## src/rtl/axi_rd_arbiter.sv

```systemverilog
// axi_rd_arbiter
//   Two-master, one-slave AXI read-channel arbiter. Master 0 is the instruction
//   cache, master 1 the data cache. One burst is in flight at a time; the owner
//   keeps the bus until the beat carrying s_rlast completes. Simultaneous
//   requests are resolved round-robin against the last owner.
//
// Ports
//   clk, rst                     clock, synchronous active-high reset
//   i_mN_ar*                     master N read-address request (N = 0, 1)
//   o_mN_arready                 request accepted (IDLE grant cycle only)
//   o_mN_rdata/rresp             broadcast of slave R data/response
//   o_mN_rvalid/rlast            slave R valid/last, routed to owner only
//   i_mN_rready                  master N ready for a beat
//   o_s_ar*, o_s_arvalid         registered request to slave
//   i_s_arready                  slave accepts address
//   i_s_r*                       slave R channel
//   o_s_rready                   owner's rready during DATA, else 0
//   o_owner                      current / last granted master
//   o_err                        sticky burst-length mismatch flag
module axi_rd_arbiter #(
   parameter int ADDR_W = 32,
   parameter int DATA_W = 64
) (
   input  logic              clk,
   input  logic              rst,
   input  logic [ADDR_W-1:0] i_m0_araddr,
   input  logic              i_m0_arvalid,
   input  logic [1:0]        i_m0_arburst,
   input  logic [7:0]        i_m0_arlen,
   input  logic [2:0]        i_m0_arsize,
   output logic              o_m0_arready,
   output logic [DATA_W-1:0] o_m0_rdata,
   output logic [1:0]        o_m0_rresp,
   output logic              o_m0_rvalid,
   output logic              o_m0_rlast,
   input  logic              i_m0_rready,
   input  logic [ADDR_W-1:0] i_m1_araddr,
   input  logic              i_m1_arvalid,
   input  logic [1:0]        i_m1_arburst,
   input  logic [7:0]        i_m1_arlen,
   input  logic [2:0]        i_m1_arsize,
   output logic              o_m1_arready,
   output logic [DATA_W-1:0] o_m1_rdata,
   output logic [1:0]        o_m1_rresp,
   output logic              o_m1_rvalid,
   output logic              o_m1_rlast,
   input  logic              i_m1_rready,
   output logic [ADDR_W-1:0] o_s_araddr,
   output logic [1:0]        o_s_arburst,
   output logic [7:0]        o_s_arlen,
   output logic [2:0]        o_s_arsize,
   output logic              o_s_arvalid,
   input  logic              i_s_arready,
   input  logic [DATA_W-1:0] i_s_rdata,
   input  logic [1:0]        i_s_rresp,
   input  logic              i_s_rvalid,
   input  logic              i_s_rlast,
   output logic              o_s_rready,
   output logic              o_owner,
   output logic              o_err
);

   typedef enum logic [1:0] {StIdle, StAddr, StData} state_e;

   state_e            r_state;
   state_e            w_state_nxt;
   logic              r_owner;
   logic              r_err;
   logic [ADDR_W-1:0] r_addr;
   logic [1:0]        r_burst;
   logic [7:0]        r_len;
   logic [2:0]        r_size;
   logic [8:0]        r_cnt;

   logic              w_req_any;
   logic              w_gnt_idx;
   logic              w_grant;
   logic              w_beat;
   logic              w_own_rready;
   logic              w_len_bad;

   // On a tie the master that did not own the bus last wins.
   assign w_req_any    = i_m0_arvalid | i_m1_arvalid;
   assign w_gnt_idx    = (i_m0_arvalid & i_m1_arvalid) ? ~r_owner : i_m1_arvalid;
   assign w_own_rready = r_owner ? i_m1_rready : i_m0_rready;

   // Last beat must land exactly on arlen; a non-last beat must not go past it.
   assign w_len_bad = i_s_rlast ? (r_cnt != {1'b0, r_len}) : (r_cnt >= {1'b0, r_len});

   assign o_m0_rdata  = i_s_rdata;
   assign o_m1_rdata  = i_s_rdata;
   assign o_m0_rresp  = i_s_rresp;
   assign o_m1_rresp  = i_s_rresp;
   assign o_s_araddr  = r_addr;
   assign o_s_arburst = r_burst;
   assign o_s_arlen   = r_len;
   assign o_s_arsize  = r_size;
   assign o_owner     = r_owner;
   assign o_err       = r_err;

   always_ff @(posedge clk) begin
      if (rst) begin
         r_state <= StIdle;
      end else begin
         r_state <= w_state_nxt;
      end
   end

   always_comb begin
      w_state_nxt  = r_state;
      w_grant      = 1'b0;
      w_beat       = 1'b0;
      o_m0_arready = 1'b0;
      o_m1_arready = 1'b0;
      o_s_arvalid  = 1'b0;
      o_s_rready   = 1'b0;
      o_m0_rvalid  = 1'b0;
      o_m0_rlast   = 1'b0;
      o_m1_rvalid  = 1'b0;
      o_m1_rlast   = 1'b0;
      unique case (r_state)
         StIdle: begin
            if (w_req_any) begin
               w_grant      = 1'b1;
               o_m0_arready = ~w_gnt_idx;
               o_m1_arready = w_gnt_idx;
               w_state_nxt  = StAddr;
            end
         end
         StAddr: begin
            o_s_arvalid = 1'b1;
            if (i_s_arready) begin
               w_state_nxt = StData;
            end
         end
         StData: begin
            o_s_rready = w_own_rready;
            if (r_owner) begin
               o_m1_rvalid = i_s_rvalid;
               o_m1_rlast  = i_s_rlast;
            end else begin
               o_m0_rvalid = i_s_rvalid;
               o_m0_rlast  = i_s_rlast;
            end
            w_beat = i_s_rvalid & w_own_rready;
            if (w_beat && i_s_rlast) begin
               w_state_nxt = StIdle;
            end
         end
         default: w_state_nxt = StIdle;
      endcase
   end

   always_ff @(posedge clk) begin
      if (rst) begin
         r_owner <= 1'b1;
         r_err   <= 1'b0;
         r_addr  <= '0;
         r_burst <= '0;
         r_len   <= '0;
         r_size  <= '0;
         r_cnt   <= '0;
      end else begin
         if (w_grant) begin
            r_owner <= w_gnt_idx;
            r_addr  <= w_gnt_idx ? i_m1_araddr  : i_m0_araddr;
            r_burst <= w_gnt_idx ? i_m1_arburst : i_m0_arburst;
            r_len   <= w_gnt_idx ? i_m1_arlen   : i_m0_arlen;
            r_size  <= w_gnt_idx ? i_m1_arsize  : i_m0_arsize;
            r_cnt   <= '0;
         end
         if (w_beat) begin
            r_cnt <= r_cnt + 9'd1;
            if (w_len_bad) begin
               r_err <= 1'b1;
            end
         end
      end
   end

endmodule

```

## config.mk

```make
export PLATFORM = sky130hd
export DESIGN_NAME = axi_rd_arbiter
export DESIGN_NICKNAME = d
export VERILOG_FILES = /design/src/rtl/axi_rd_arbiter.sv
export SDC_FILE = /design/constraint.sdc
export NUM_CORES = 1
export LEC_CHECK = 0
export ABC_AREA = 1
export CAP_MARGIN = 20
export CORE_AREA = 2 2 135 137
export DETAILED_ROUTE_END_ITERATION = 10
export DIE_AREA = 0 0 137 139
export GPL_TIMING_DRIVEN = 0
export MAX_ROUTING_LAYER = met4
export PLACE_DENSITY = 0.68
export RECOVER_POWER = 25
export SLEW_MARGIN = 20
export SYNTH_ARGS = -nofsm -noshare
export SYNTH_HDL_FRONTEND = slang
export SYNTH_SLANG_ARGS = --single-unit
```

## constraint.sdc

```tcl
create_clock -name clk -period 1.4 [get_ports clk]
set_clock_uncertainty 0.15 [all_clocks]
set_input_delay 0.28 -clock clk [delete_from_list [all_inputs] [get_ports clk]]
set_output_delay 0.28 -clock clk [all_outputs]
set_load 0.02 [all_outputs]
```

### Yosys cells after proc, flatten, opt, wreduce, memory -nomap -nowiden

Index checks and enable logic that the tools add are counted.
W data, S select, Z words.

* memories kept: 0
* input bits: 165
* latch bits: 0
* register bits: 58
* bits in read-only memories: 0
* word-level logic and storage cells: 56
* RAM bits: 0

* order comparisons: 1
* add/subtract/negate cells: 1
* shift operators: 0
* muxes and demuxes: 30
* div/mod/pow operators: 0
* eq/ne operators: 6
* reductions and logical operators: 5
* bitwise operators: 5
* $mul: 0

Operators with widths (number)
* $mux W32: 1
* $mux W1: 20
* $mux W9: 2
* $add A9 B1 Y9 const B: 1
* $ge A9 B8 Y1: 1
* $ne A9 B8 Y1: 1
* $mux W2: 4
* $mux W8: 1
* $ne A2 B2 Y1 const B: 3
* $pmux W2 S3: 1
* $mux W3: 1
* $reduce_and A3 Y1: 1
* $and A1 B1 Y1: 2
* $eq A2 B1 Y1 const B: 1
* $eq A2 B2 Y1 const B: 1
* $logic_not A2 Y1: 1
* $not A1 Y1: 2
* $reduce_and A2 Y1: 1
* $reduce_bool A2 Y1: 1
* $logic_and A1 B1 Y1: 1
* $or A1 B1 Y1: 1

### Longest topological paths before layout

* word-level depth: 5
* mapped depth: 10
* gate-level depth less buffers: 10

### Least setup slack after synthesis

No wires, ideal clock.

* path kind: register to register
* from: register r_len[4] (netlist: o_s_arlen[4])
* to: register r_err (netlist: o_err)
* stages on the path, launching flop included: 11
* data required time: 1.118 ns
* setup time: 0.132 ns
* clock period less this slack: 1.587 ns
* buffers on the path: 0
* slack: -0.187 ns
* data arrival time: 1.305 ns
* cell sequence: dfxtp_1 inv_1 ha_1 nand2_1 inv_1 nand2_1 nand2_1 a21oi_1 nand4_1 nand2_1 a21oi_1

* word-level cells in the longest chain between the ends: 3

RTL lines
* start, declared: line 71 `logic [7:0] r_len;`
* start signal, assigned: line 168 `r_len <= w_gnt_idx ? i_m1_arlen : i_m0_arlen;`
* $ge A9 B8 Y1 or $ne A9 B8 Y1 (tied branches): line 88 `assign w_len_bad = i_s_rlast ? (r_cnt != {1'b0, r_len}) : (r_cnt >= {1'b0, r_len});`
* $mux W1 *: line 88
* $reduce_and A2 Y1 (no line) *
* end signal, assigned: line 157 `r_err <= 1'b0;`
* end signal, assigned: line 175 `r_err <= 1'b1;`
* end, declared: line 68 `logic r_err;`

Mark *: on every way between the ends. The rest lies on a longest branch, timed or not.
A chain may end at the register's enable or synchronous reset.

### Worst setup path in the final report

* from: register r_owner (netlist: o_owner)
* to: output o_m1_arready

* word-level cells in the longest chain between the ends: 4

RTL lines
* start, declared: line 67 `logic r_owner;`
* start signal, assigned: line 165 `r_owner <= w_gnt_idx;`
* $not A1 Y1: line 84 `assign w_gnt_idx = (i_m0_arvalid & i_m1_arvalid) ? ~r_owner : i_m1_arvalid;`
* $mux W1: line 84
* $mux W1: line 123 `if (w_req_any) begin`
* $mux W1: line 121 `unique case (r_state)`
* end, declared: line 42 `output logic o_m1_arready,`

No other way between the ends.

==> summary.txt <==
Ports - 352
Worst setup EP type - output pin
Drt wl/cell - 14.3 um
Net switching power - 2.27 mW
Vias in the first global route - 4434
Leak - 3.48 nW
Root Driver - clkbuf_16
Async SR Flop Fraction - 0%
Routed wire length - 15500 um
Global Route met3 Usage - 3.44%
Final max-slew violation count - 0
#FFs+latches synth - 58
Sequential fraction of the synthesis area - 30.5%
Initial core utilization - 21.6%
Total negative slack - -5.14 ns
Initial DRC Count - 148
Clock power share - 32.3%
Final Power - 7.38 mW
CTS tree - yes
Tmin final - 1.68 ns
# rows - 49
Tcrit/Tclk final - 120%
Internal power - 5.10 mW
Multi-input logic area - 0.00169 sq mm
Fin nets - 1026
Reg2Reg Setup Slack - -0.17 ns
Final Core Density - 45.9%
Tot GR Track Use - 15.9%
GRT Max-Usage Layer - met2
Initial antenna violation count - 0
GRT overflow - 0
Htree depth - 3
Antenna diode count - 0
Failing checks - negative setup slack
Cell Pwr Density - 910 mW/mm^2
Post-synth EDFFs - 0
CP Class - flip-flop to output pin
Syn Std Cell Area - 0.00381 sq mm
Layout cells sized above 1 - 40.2%
PortBufs - 284
Met1 usage - 17.2%
First-pass GRT wire length - 22500 um
Gpl congestion - 0.781
Hold Vio Cnt, Final - 0
Cells after synthesis - 522
Hold Buf Count CTS - 0
Core ar. - 0.0177 sq mm
Sw Share - 30.8%
Slew HR - 63.9%
Worst-margin pin slew - 0.541 ns
Final ANT Viol Nets - 0
Vias per inst - 4.12
TritonCTS Sinks - 58
Final setup violation count - 44
Pre-CTS WS - -1.13 ns
Highest clock rate - 594 MHz
Syn nets - 696
Crit path required time - 0.97 ns
CTS Buf Count - 9
Power share of the combinational group - 41.5%
Syn-to-layout area delta - 113%
Pin count of the biggest net entering global routing - 19
Crit start category - flip-flop
Hold_ws - 0.129 ns
Crit path DAT - 1.25 ns
DRT Pass-1 Iters - 4
Post-synthesis cell type count - 32
Max_cap viols - 0
Area taken by flip-flops and latches - 0.00122 sq mm
Final worst slack - -0.283 ns
Synth Area per Inst - 7.29 sq um
RSZ-0062 raised after global routing - yes
Reg power frac - 26.3%
YS warnings - 0
Tightest Hold Check Type - input port to flip-flop
Die area - 0.0190 sq mm
Die height - 139 um
Worst ir drop on vdd - 525 uV
DP HPWL - 11700 um
Routing usage on met2 - 28.5%
Detailed-route via count - 4465
Prevailing post-synth register cell - dfxtp_1
Clk buf depth - 2
Worst-skew pair later-pin latency - 0.34 ns
CP Max Fanout - 3
Post-route DRC - 0
Clock slew seen by the registers of the worst setup and hold paths - 0.05 ns
Status - finished with violations
Chip width - 137 um
Fill cell count - 1732
-- routing by layer --
layer  up-vias  share of wire (%)
met5         -                  0
met4         0                1.1
li1       2237                  -
met3        17                6.4
met1      2027                 39
met2       184                 53
-- final timing paths --
path / from / endpoint / cells after the start
hold reg to reg: o_err$_SDFFE_PP0P_ / o_err$_SDFFE_PP0P_ / 2
hold / removal: rst / o_s_arlen[6]$_SDFFE_PP0P_ / 2
setup / recovery: o_owner$_SDFFE_PP1P_ / o_m1_arready / 7
setup reg to reg: r_state[1]$_SDFFE_PP0P_ / o_owner$_SDFFE_PP1P_ / 9
-- synth_stat cells (2+ instances only) --
library cell  count  area, sq um
a21oi_1          10         50.1
a31oi_1          46          288
buf_2             5         25.0
buf_4           134         1010
buf_6             4         45.0
clkbuf_1          9         33.8
dfxtp_1          58         1160
ha_1              9          113
inv_1            23         86.3
inv_2             4         15.0
nand2_1         145          544
nand2_2           3         18.8
nand2_4           2         22.5
nand3_1           3         15.0
nand4_1           4         25.0
nor2_1           11         41.3
nor2_2            4         25.0
nor3_1            6         30.0
o21ai_0          24          120
o21ai_1           6         30.0
-- critical path, cell delays in order, from the launching register on --
cell and delay [ns]:
dfxtp_4 0.39, nand2_4 0.06, nand2_4 0.10, inv_6 0.04, nand2_4 0.06, inv_4 0.04, buf_8 0.11, buf_6 0.12
-- area by class of cell --
cell class | instances | area share, %
Buffer | 150 | 14.6
Clock buffer | 14 | 3.63
Clock inverter | 1 | 0.370
Inverter | 29 | 1.62
Multi-Input combinational cell | 282 | 20.9
Sequential cell | 58 | 15.0
Tap cell | 229 | 3.54
Timing Repair Buffer | 322 | 40.3
-- flip-flops by register name, indices dropped and copies added, names as in the netlist --
name and count:
o_s_arburst 2, r_state 2, o_owner 1, o_s_araddr 32, r_cnt 9, o_err 1
o_s_arlen 8, o_s_arsize 3
-- cell usage in the layout (no fill, tap or decap), types with 2 or more instances in the layout --
master	synthesis	final
o21ai_0	24	8
clkbuf_8	0	5
a21oi_1	10	7
buf_4	134	149
nand4_1	4	4
a31oi_1	46	45
dfxtp_4	0	14
nor2_2	4	4
nand2_2	3	4
clkbuf_2	0	28
dfxtp_1	58	40
ha_4	0	9
nor2_1	11	8
dlygate4sd2_1	0	2
clkbuf_16	0	13
nand2_1	145	140
a21oi_2	0	3
clkdlybuf4s50_1	0	219
o21ai_2	1	14
nor3_2	0	4
buf_16	0	4
dfxtp_2	0	4
clkbuf_4	0	2
buf_8	1	8
inv_2	4	10
buf_12	0	10
nor2_4	1	4
nand2_4	2	6
buf_6	4	17
clkdlybuf4s15_2	0	18
inv_1	23	13
inv_4	1	4
nand3_1	3	2
o21ai_1	6	8
clkbuf_1	9	10
-- repair_timing --
action / CTS / global route
buffers inserted: 17 / 15
endpoints found under the setup margin: 112 / 86
gates cloned: 4 / 4
gates resized for setup: 265 / 119
pin swaps: 12 / 17
-- metrics by stage --
step,cells,instance area (sq um)
5_1_grt,1085,8110
2_1_floorplan,522,3920
6_report,1085,8110
3_3_place_gp,1035,7050
4_1_cts,1069,7830
3_5_place_dp,1035,7050
-- power groups by stage --
| stage | sequential [mW] | combinational (mW) | clock (mW) |
|---|---|---|---|
| 2_1_floorplan | 2.14 | 1.14 | 0 |
| 3_5_place_dp | 1.96 | 2.55 | 0 |
| 6_report | 1.94 | 3.06 | 2.38 |
| 5_1_grt | 1.96 | 3.27 | 2.51 |
| 4_1_cts | 1.93 | 2.84 | 2.44 |
| 3_3_place_gp | 1.96 | 2.54 | 0 |
-- cells by family after synthesis --
logic type	share of synthesized area, %
buf+inv	32.6
simple gates	20.0
compound gates	14.0
fa+ha+maj	2.96
flops	30.5
Power figures use the tool's default switching activity.
